### src/rtl/cdb_arbiter.sv
`default_nettype none
// ============================================================================
//  Module      : cdb_arbiter
//  Description : Common-data-bus arbiter for the Tomasulo core. Buffers one
//                completed result per functional unit and grants the single
//                CDB to one buffer per cycle. The granted result is driven on
//                registered broadcast outputs.
//                Optional macro CDB_FIXED_PRIO_EN: when defined, the lowest
//                index full buffer always wins and no rotating pointer exists.
//                When undefined, arbitration is round-robin.
//  Revision    : 1.0 - initial release
// ============================================================================
module cdb_arbiter #(
    parameter int               N_REQ       = 4,
    parameter int               TAG_W       = 5,
    parameter int               DATA_W      = 32,
    parameter logic [TAG_W-1:0] INVALID_TAG = '1
) (
    input  logic                    clk,
    input  logic                    rst,
    input  logic [N_REQ-1:0]        in_valid,
    input  logic [N_REQ*TAG_W-1:0]  in_tag,
    input  logic [N_REQ*DATA_W-1:0] in_val,
    output logic [N_REQ-1:0]        out_ready,
    output logic                    out_CDB_broadcast,
    output logic [TAG_W-1:0]        out_CDB_tag,
    output logic [DATA_W-1:0]       out_CDB_val,
    output logic [N_REQ-1:0]        out_pending
);

    localparam int c_IDX_W = (N_REQ > 1) ? $clog2(N_REQ) : 1;

    logic [N_REQ-1:0]   r_full;
    logic [TAG_W-1:0]   r_tag [N_REQ];
    logic [DATA_W-1:0]  r_val [N_REQ];

    logic               r_cdb_bcast;
    logic [TAG_W-1:0]   r_cdb_tag;
    logic [DATA_W-1:0]  r_cdb_val;

    logic [N_REQ-1:0]   w_grant;
    logic               w_any_grant;
    logic [c_IDX_W-1:0] w_grant_idx;
    logic [N_REQ-1:0]   w_load;
    logic [TAG_W-1:0]   w_in_tag [N_REQ];
    logic [DATA_W-1:0]  w_in_val [N_REQ];

`ifndef CDB_FIXED_PRIO_EN
    logic [c_IDX_W-1:0] r_ptr;
`endif

    // Grant selection looks only at buffer occupancy (and the pointer), never
    // at in_valid, so ready cannot combinationally depend on valid.
    always_comb begin
        w_any_grant = 1'b0;
        w_grant_idx = '0;
`ifdef CDB_FIXED_PRIO_EN
        for (int i = 0; i < N_REQ; i++) begin
            if (!w_any_grant && r_full[i]) begin
                w_any_grant = 1'b1;
                w_grant_idx = c_IDX_W'(i);
            end
        end
`else
        // Scan offsets 0..N_REQ-1 from the pointer; first full buffer wins.
        for (int k = 0; k < N_REQ; k++) begin
            for (int i = 0; i < N_REQ; i++) begin
                if (!w_any_grant && r_full[i] &&
                    (((int'(r_ptr) + k) % N_REQ) == i)) begin
                    w_any_grant = 1'b1;
                    w_grant_idx = c_IDX_W'(i);
                end
            end
        end
`endif
    end

    // One-hot expansion of the selected index.
    always_comb begin
        w_grant = '0;
        if (w_any_grant) begin
            w_grant[w_grant_idx] = 1'b1;
        end
    end

    // A buffer that is being drained this cycle can take a new result at once.
    assign out_ready = ~r_full | w_grant;

    for (genvar g = 0; g < N_REQ; g++) begin : g_unit
        assign w_in_tag[g] = in_tag[g*TAG_W +: TAG_W];
        assign w_in_val[g] = in_val[g*DATA_W +: DATA_W];
        // Offers tagged INVALID_TAG are handshaken but never stored.
        assign w_load[g]   = in_valid[g] & out_ready[g] & (w_in_tag[g] != INVALID_TAG);
    end

    // Per-unit buffer update: a load wins over a drain so grant+accept keeps full.
    always_ff @(posedge clk) begin
        if (rst) begin
            r_full <= '0;
        end else begin
            for (int i = 0; i < N_REQ; i++) begin
                if (w_load[i]) begin
                    r_full[i] <= 1'b1;
                    r_tag[i]  <= w_in_tag[i];
                    r_val[i]  <= w_in_val[i];
                end else if (w_grant[i]) begin
                    r_full[i] <= 1'b0;
                end
            end
        end
    end

    // Broadcast register: carries the granted buffer, idles at INVALID_TAG/0.
    always_ff @(posedge clk) begin
        if (rst) begin
            r_cdb_bcast <= 1'b0;
            r_cdb_tag   <= INVALID_TAG;
            r_cdb_val   <= '0;
        end else if (w_any_grant) begin
            r_cdb_bcast <= 1'b1;
            r_cdb_tag   <= r_tag[w_grant_idx];
            r_cdb_val   <= r_val[w_grant_idx];
        end else begin
            r_cdb_bcast <= 1'b0;
            r_cdb_tag   <= INVALID_TAG;
            r_cdb_val   <= '0;
        end
    end

`ifndef CDB_FIXED_PRIO_EN
    // Pointer moves to the slot just after the winner so it has lowest priority next.
    always_ff @(posedge clk) begin
        if (rst) begin
            r_ptr <= '0;
        end else if (w_any_grant) begin
            r_ptr <= (w_grant_idx == c_IDX_W'(N_REQ - 1)) ? '0 : w_grant_idx + 1'b1;
        end
    end
`endif

    assign out_CDB_broadcast = r_cdb_bcast;
    assign out_CDB_tag       = r_cdb_tag;
    assign out_CDB_val       = r_cdb_val;
    assign out_pending       = r_full;

endmodule
`default_nettype wire

### config.mk
export PLATFORM = sky130hd
export DESIGN_NAME = cdb_arbiter
export DESIGN_NICKNAME = d
export VERILOG_FILES = /design/src/rtl/cdb_arbiter.sv
export SDC_FILE = /design/constraint.sdc
export NUM_CORES = 1
export LEC_CHECK = 0
export CORE_MARGIN = 4
export CORE_UTILIZATION = 30
export DETAILED_ROUTE_END_ITERATION = 16
export HOLD_SLACK_MARGIN = 0.08
export SKIP_LAST_GASP = 1
export SLEW_MARGIN = 15
export SYNTH_ARGS = -nofsm -noshare
export SYNTH_HDL_FRONTEND = slang
export SYNTH_SLANG_ARGS = --single-unit
### constraint.sdc
create_clock -name clk -period 9.6 [get_ports clk]
set_input_delay 1.44 -clock clk [delete_from_list [all_inputs] [get_ports clk]]
set_output_delay 1.44 -clock clk [all_outputs]
set_load 0.005 [all_outputs]
Word-level counts from Yosys, hierarchy flattened
Memories as Yosys holds them, arrays and structs flattened. A register that Yosys moved wholly into a read port is not among the register bits.
Cells that the tools add are included.
- register bits: 7
- bits in latches: 0
- bits in writable memories: 148
- memory bits (read-only): 0
- logic and storage cells: 160
- memories kept: 2
- add/subtract/negate cells: 4
- multipliers: 0
- divide/modulo/power cells: 0
- order comparisons: 2
- eq/ne operators: 17
- shifts and indexed selects: 0
- multiplexer cells: 56
- bitwise logic cells: 14
- reductions and logical operators: 59
- memory list (name ; depth ; bits a word ; rd ports ; clocked after memory_dff ; wr ports ; line ; text):
    r_val ; 4 ; 32 ; 1 ; 1 ; 4 ; 35 ; logic [DATA_W-1:0] r_val [N_REQ];
    r_tag ; 4 ; 5 ; 1 ; 1 ; 4 ; 34 ; logic [TAG_W-1:0] r_tag [N_REQ];
- operator list (cell ; count):
    zero test 32 bit ; 4
    2-to-1 mux 1 bit ; 39
    logical AND 1 bit ; 32
    2-to-1 mux 2 bit ; 15
    inequality test 5 bit (second input constant) ; 4
    == test 3 bit (second input constant) ; 6
    zero test 1 bit ; 15
    == test 3 x 2 -> 1 bit (second input constant) ; 3
    bitwise AND 1 bit ; 8
    nonzero test 2 bit ; 4
    OR reduction 2 bit ; 4
    == test 2 bit (second input constant) ; 3
    adder 2 x 1 -> 2 bit (second input constant) ; 2
    adder 2 bit (second input constant) ; 2
    2-to-1 mux 4 bit ; 1
    inverter 4 bit ; 1
    OR 4 bit ; 1
    bitwise AND 1 bit (first input constant) ; 3
    < comparator 2 x 3 -> 1 bit (second input constant) ; 1
    demux 1 bit (select 2 bit) ; 1
    == test 2 x 1 -> 1 bit (second input constant) ; 1
    greater-or-equal comparator 2 x 1 -> 1 bit (second input constant) ; 1
    inverter 1 bit ; 1

Longest topological paths before layout
- word-level depth: 74
- gate-level depth with buffers: 10
- mapped depth without buffers: 7

Least setup slack after synthesis
Ideal clock, no wire load.
- path kind: in2reg
- start: input rst
- end: memory r_tag[0][0] (enable)
- library setup time: 0.485 ns
- arrival time: 4.418 ns
- setup slack: 4.697 ns
- stages on the path: 2
- path buffers: 1
- cell sequence: clkbuf_1 -> nor3b_1
- RTL lines (what ; line ; text):
    start, declared ; 20 ; input logic rst,
    end, declared ; 34 ;

Worst setup path in the final report
- start: register r_ptr[0]
- end: output out_ready[3]
- word-level cells in the longest chain between the ends: 69
- RTL lines (what ; line ; text):
    start, declared ; 49 ; logic [c_IDX_W-1:0] r_ptr;
    start signal, assigned ; 136 ; r_ptr <= (w_grant_idx == c_IDX_W'(N_REQ - 1)) ? '0 : w_grant_idx + 1'b1;
    zero test 32 bit ; 69 ; (((int'(r_ptr) + k) % N_REQ) == i)) begin
    logical AND 1 bit ; 68 ; if (!w_any_grant && r_full[i] &&
    2-to-1 mux 1 bit ; 68 ;
    zero test 1 bit ; 68 ;
    logical AND 1 bit (2 in a row) ; 68 ;
    2-to-1 mux 1 bit ; 68 ;
    zero test 1 bit ; 68 ;
    logical AND 1 bit (2 in a row) ; 68 ;
    (+50 left out) ; -- ;
    logical AND 1 bit (2 in a row) ; 68 ;
    2-to-1 mux 2 bit ; 68 ;
    < comparator 2 x 3 -> 1 bit (implied by the code) / greater-or-equal comparator 2 x 1 -> 1 bit (equally long branches) ; 82 ; w_grant[w_grant_idx] = 1'b1;
    logical AND 1 bit (implied by the code) ; 82 ;
    2-to-1 mux 1 bit (implied by the code) ; 82 ;
    demux 1 bit (select 2 bit) ; 82 ;
    2-to-1 mux 4 bit (*) ; 81 ; if (w_any_grant) begin
    OR 4 bit (*) ; 87 ; assign out_ready = ~r_full | w_grant;
    end, declared ; 24 ; output logic [N_REQ-1:0] out_ready,
Mark *: on every way between the ends. The rest lies on a longest branch, timed or not.

==> summary.md <==
| Metric | Value |
|---|---|
| CP Buf/Inv Count | `2` |
| Initial Utilization | `0.307` |
| CP peak stage delay | `around 0.70 ns` |
| Maxcap violations | `0` |
| Clock Tree Buf Depth | `2` |
| WP data required | `8.16 ns` |
| Simple-gate share of the synthesized area | `0.0225` |
| Fin crit share | `0.519` |
| Vias per cell | `4.33` |
| GRT overflow | `0` |
| Cell count after synthesis | `375` |
| Leakage | `3.39 nW` |
| Post-Synthesis Cell Area | `6990 µm²` |
| Most frequent cells in the layout | `clkdlybuf4s50_1 (199), edfxtp_1 (148), mux2i_1 (66), dfxtp_1 (44), o22ai_1 (21)` |
| CTS clk-pin slew, worst paths | `around 0.070 ns` |
| Master of the slowest instance on the critical path | `buf_4` |
| Multiplexer area fraction after synthesis | `0.115` |
| Layout Skew | `0.00749 ns` |
| Xor and xnor area share after synthesis | `0` |
| FFs w/ async S/R, synth | `0` |
| CTS sink cnt | `192` |
| Initial antenna violation count | `0` |
| Pwr per Cell Area | `201 nW/µm²` |
| Hold crit path type | `flop to flop` |
| Die area | `25800 µm²` |
| Die span in y | `about 160 µm` |
| First-pass GRT wire length | `25300 µm` |
| Filler cells | `2011` |
| Slew Viols, Final | `0` |
| Largest net degree at the start of global routing | `41` |
| Avg WL per Cell | `between 15 and 20 µm` |
| Synth cell types | `37` |
| DP HPWL | `11400 µm` |
| Setup TNS | `0 ns` |
| Total CTS buffers | `17` |
| Final setup vio count | `0` |
| Arr. time, crit path | `3.54 ns` |
| DRC errors left | `0` |
| Adder-Cell Fraction of Synth Area | `0.00859` |
| Main synth FF type | `edfxtp_1` |
| Vias | `between 3000 and 4000` |
| GPL Wtd Cong | `around 0.77` |
| Seq cells post-synth | `192` |
| Synth Area in Compound Gates | `0.0612` |
| Layout cells sized above 1 | `0.114` |
| Post-CTS Setup Bufs | `0` |
| CTS H-Tree Depth | `4` |
| CP delay by family, top | `buffers and inverters` |
| Rows | `55` |
| Hold_buf cts | `0` |
| Final WL | `16700 µm` |
| Slew HR | `0.324` |
| Die width | `161 µm` |
| Antenna cells | `0` |
| Vias in the first global route | `about 4400` |
| Post-Syn Nets | `533` |
| Worst Setup End Kind | `output pin` |
| Outcome | `finished clean` |
| Area growth, synth to finish | `40.3%` |
| DRC violation total after the first TritonRoute iteration | `169` |
| CP cell instances | `and2b_1, nor2_1, o22a_4, buf_4, ha_1, nand2b_1, clkdlybuf4s50_1` |
| Measured slew at the worst slew-check pin | `1.01 ns` |
| Post-synthesis sequential area ratio | `0.761` |
| CTS tree | `yes` |
| DRT Pass-1 Iters | `4` |
| Final nets | `741` |
| CTS resizes | `0` |
| Max Clk Rate | `201 MHz` |
| Startpoint types | `flop` |
| Synth warn | `0` |
| Root buffer cell | `clkbuf_16` |
| Largest family of logic cells by synthesized area | `multiplexers` |
| Max VDD drop | `94.8 µV` |
| Antenna viol nets, final | `0` |
| RSZ-0062 raised after global routing | `false` |
| Final min period | `4.98 ns` |
| Tot Pwr | `1.98 mW` |
| Number of synthesized flops with an enable pin | `about 150` |
| Layout Utilization | `0.431` |
| Core area | `~23000 µm²` |
| Total track usage | `0.129` |
| Crit path max fanout | `40` |
| Clk_lat worst skew | `between 0.4 and 0.5 ns` |
| Critical path class | `flop to output pin` |
| Most common cell after layout, fill and taps aside | `clkdlybuf4s50_1` |
| Syn Area/Cell | `18.6 µm²` |
| Count of final hold-check violations | `0` |
| I/O Buffers | `between 150 and 200` |
| Top Ports | `200` |
[synthesized netlist by cell type (4+ instances only)]
| library cell | instances | share of area |
|---|---|---|
| dfxtp_1 | 44 | 0.13 |
| ha_1 | 4 | 0.0072 |
| mux2i_1 | 66 | 0.094 |
| o22ai_1 | 21 | 0.019 |
| o22ai_2 | 11 | 0.020 |
| inv_1 | 4 | 0.0021 |
| o21ai_0 | 5 | 0.0036 |
| buf_4 | 5 | 0.0054 |
| buf_12 | 5 | 0.014 |
| o22a_1 | 5 | 0.0063 |
| a21oi_1 | 6 | 0.0043 |
| mux2_4 | 8 | 0.017 |
| nand3_1 | 4 | 0.0029 |
| edfxtp_1 | 148 | 0.64 |
| nand2_1 | 4 | 0.0021 |
| nor3b_1 | 4 | 0.0043 |
[worst min-delay path, stage by stage, from the launching register on]
cell and delay, ns:
edfxtp_1 0.33, mux2i_1 0.06, o22ai_1 0.09
[layout make-up]
cell class | instances | area [µm²] | area share
Clock buffer | 19 | 443 | 0.0451
Sequential cell | 192 | 5330 | 0.543
Inverter | 4 | 15.0 | 0.00153
Clock inverter | 13 | 124 | 0.0126
Timing Repair Buffer | 206 | 2040 | 0.208
Multi-Input combinational cell | 162 | 1470 | 0.150
Tap cell | 313 | 392 | 0.0399
[state kept, by name, indices dropped and copies added, names as in the netlist]
name / count
r_val: 128
out_CDB_val: 32
r_tag: 20
out_CDB_tag: 5
out_pending: 4
r_ptr: 2
out_CDB_broadcast: 1
[power breakdown]
group	switching [mW]	internal, mW	leakage, nW	total (mW)
combinational	0.135	0.181	1.38	0.316
sequential	0.0247	0.964	1.74	0.989
clock	0.323	0.349	0.272	0.672
[stage by stage]
stage	hold WS (ns)	std cells	cell area [µm²]	setup slack (ns)
2_1_floorplan	0.479	375	6990	4.70
3_3_place_gp	0.498	877	9250	5.15
3_5_place_dp	0.506	877	9250	5.03
4_1_cts	0.523	909	9810	4.54
5_1_grt	0.550	909	9810	4.38
6_report	0.524	909	9810	4.62
[metal layers]
metal,GRT usage,up-vias,wire length [µm]
li1,-,1875,-
met1,0.159,1903,7050
met2,0.219,143,8460
met3,0.0405,14,958
met4,0.0344,0,254
met5,0,-,0
[kinds of logic (layout without fill, tap and decap cells)]
kind of cell             after synthesis  count (layout)
buffers and inverters                 21             242
flip-flops                           192             192
AND/OR/NAND/NOR                       27              27
adder cells (fa/ha/maj)                5               5
multiplexers                          76              76
AO/OA/AOI/OAI                         54              54
[path summary, 6_finish.rpt]
| path | start | endpoint | slack, ns | cells after the start |
|---|---|---|---|---|
| worst min-delay path | r_val[3][31] | out_CDB_val[31] | 0.52 | 2 |
| worst max register to register | r_ptr[0] | r_tag[3][2] | 6.08 | 8 |
| worst max-delay path | r_ptr[0] | out_ready[3] | 4.62 | 7 |
| worst min register to register | r_val[3][31] | out_CDB_val[31] | 0.52 | 2 |
Power figures use the tool's default switching activity.
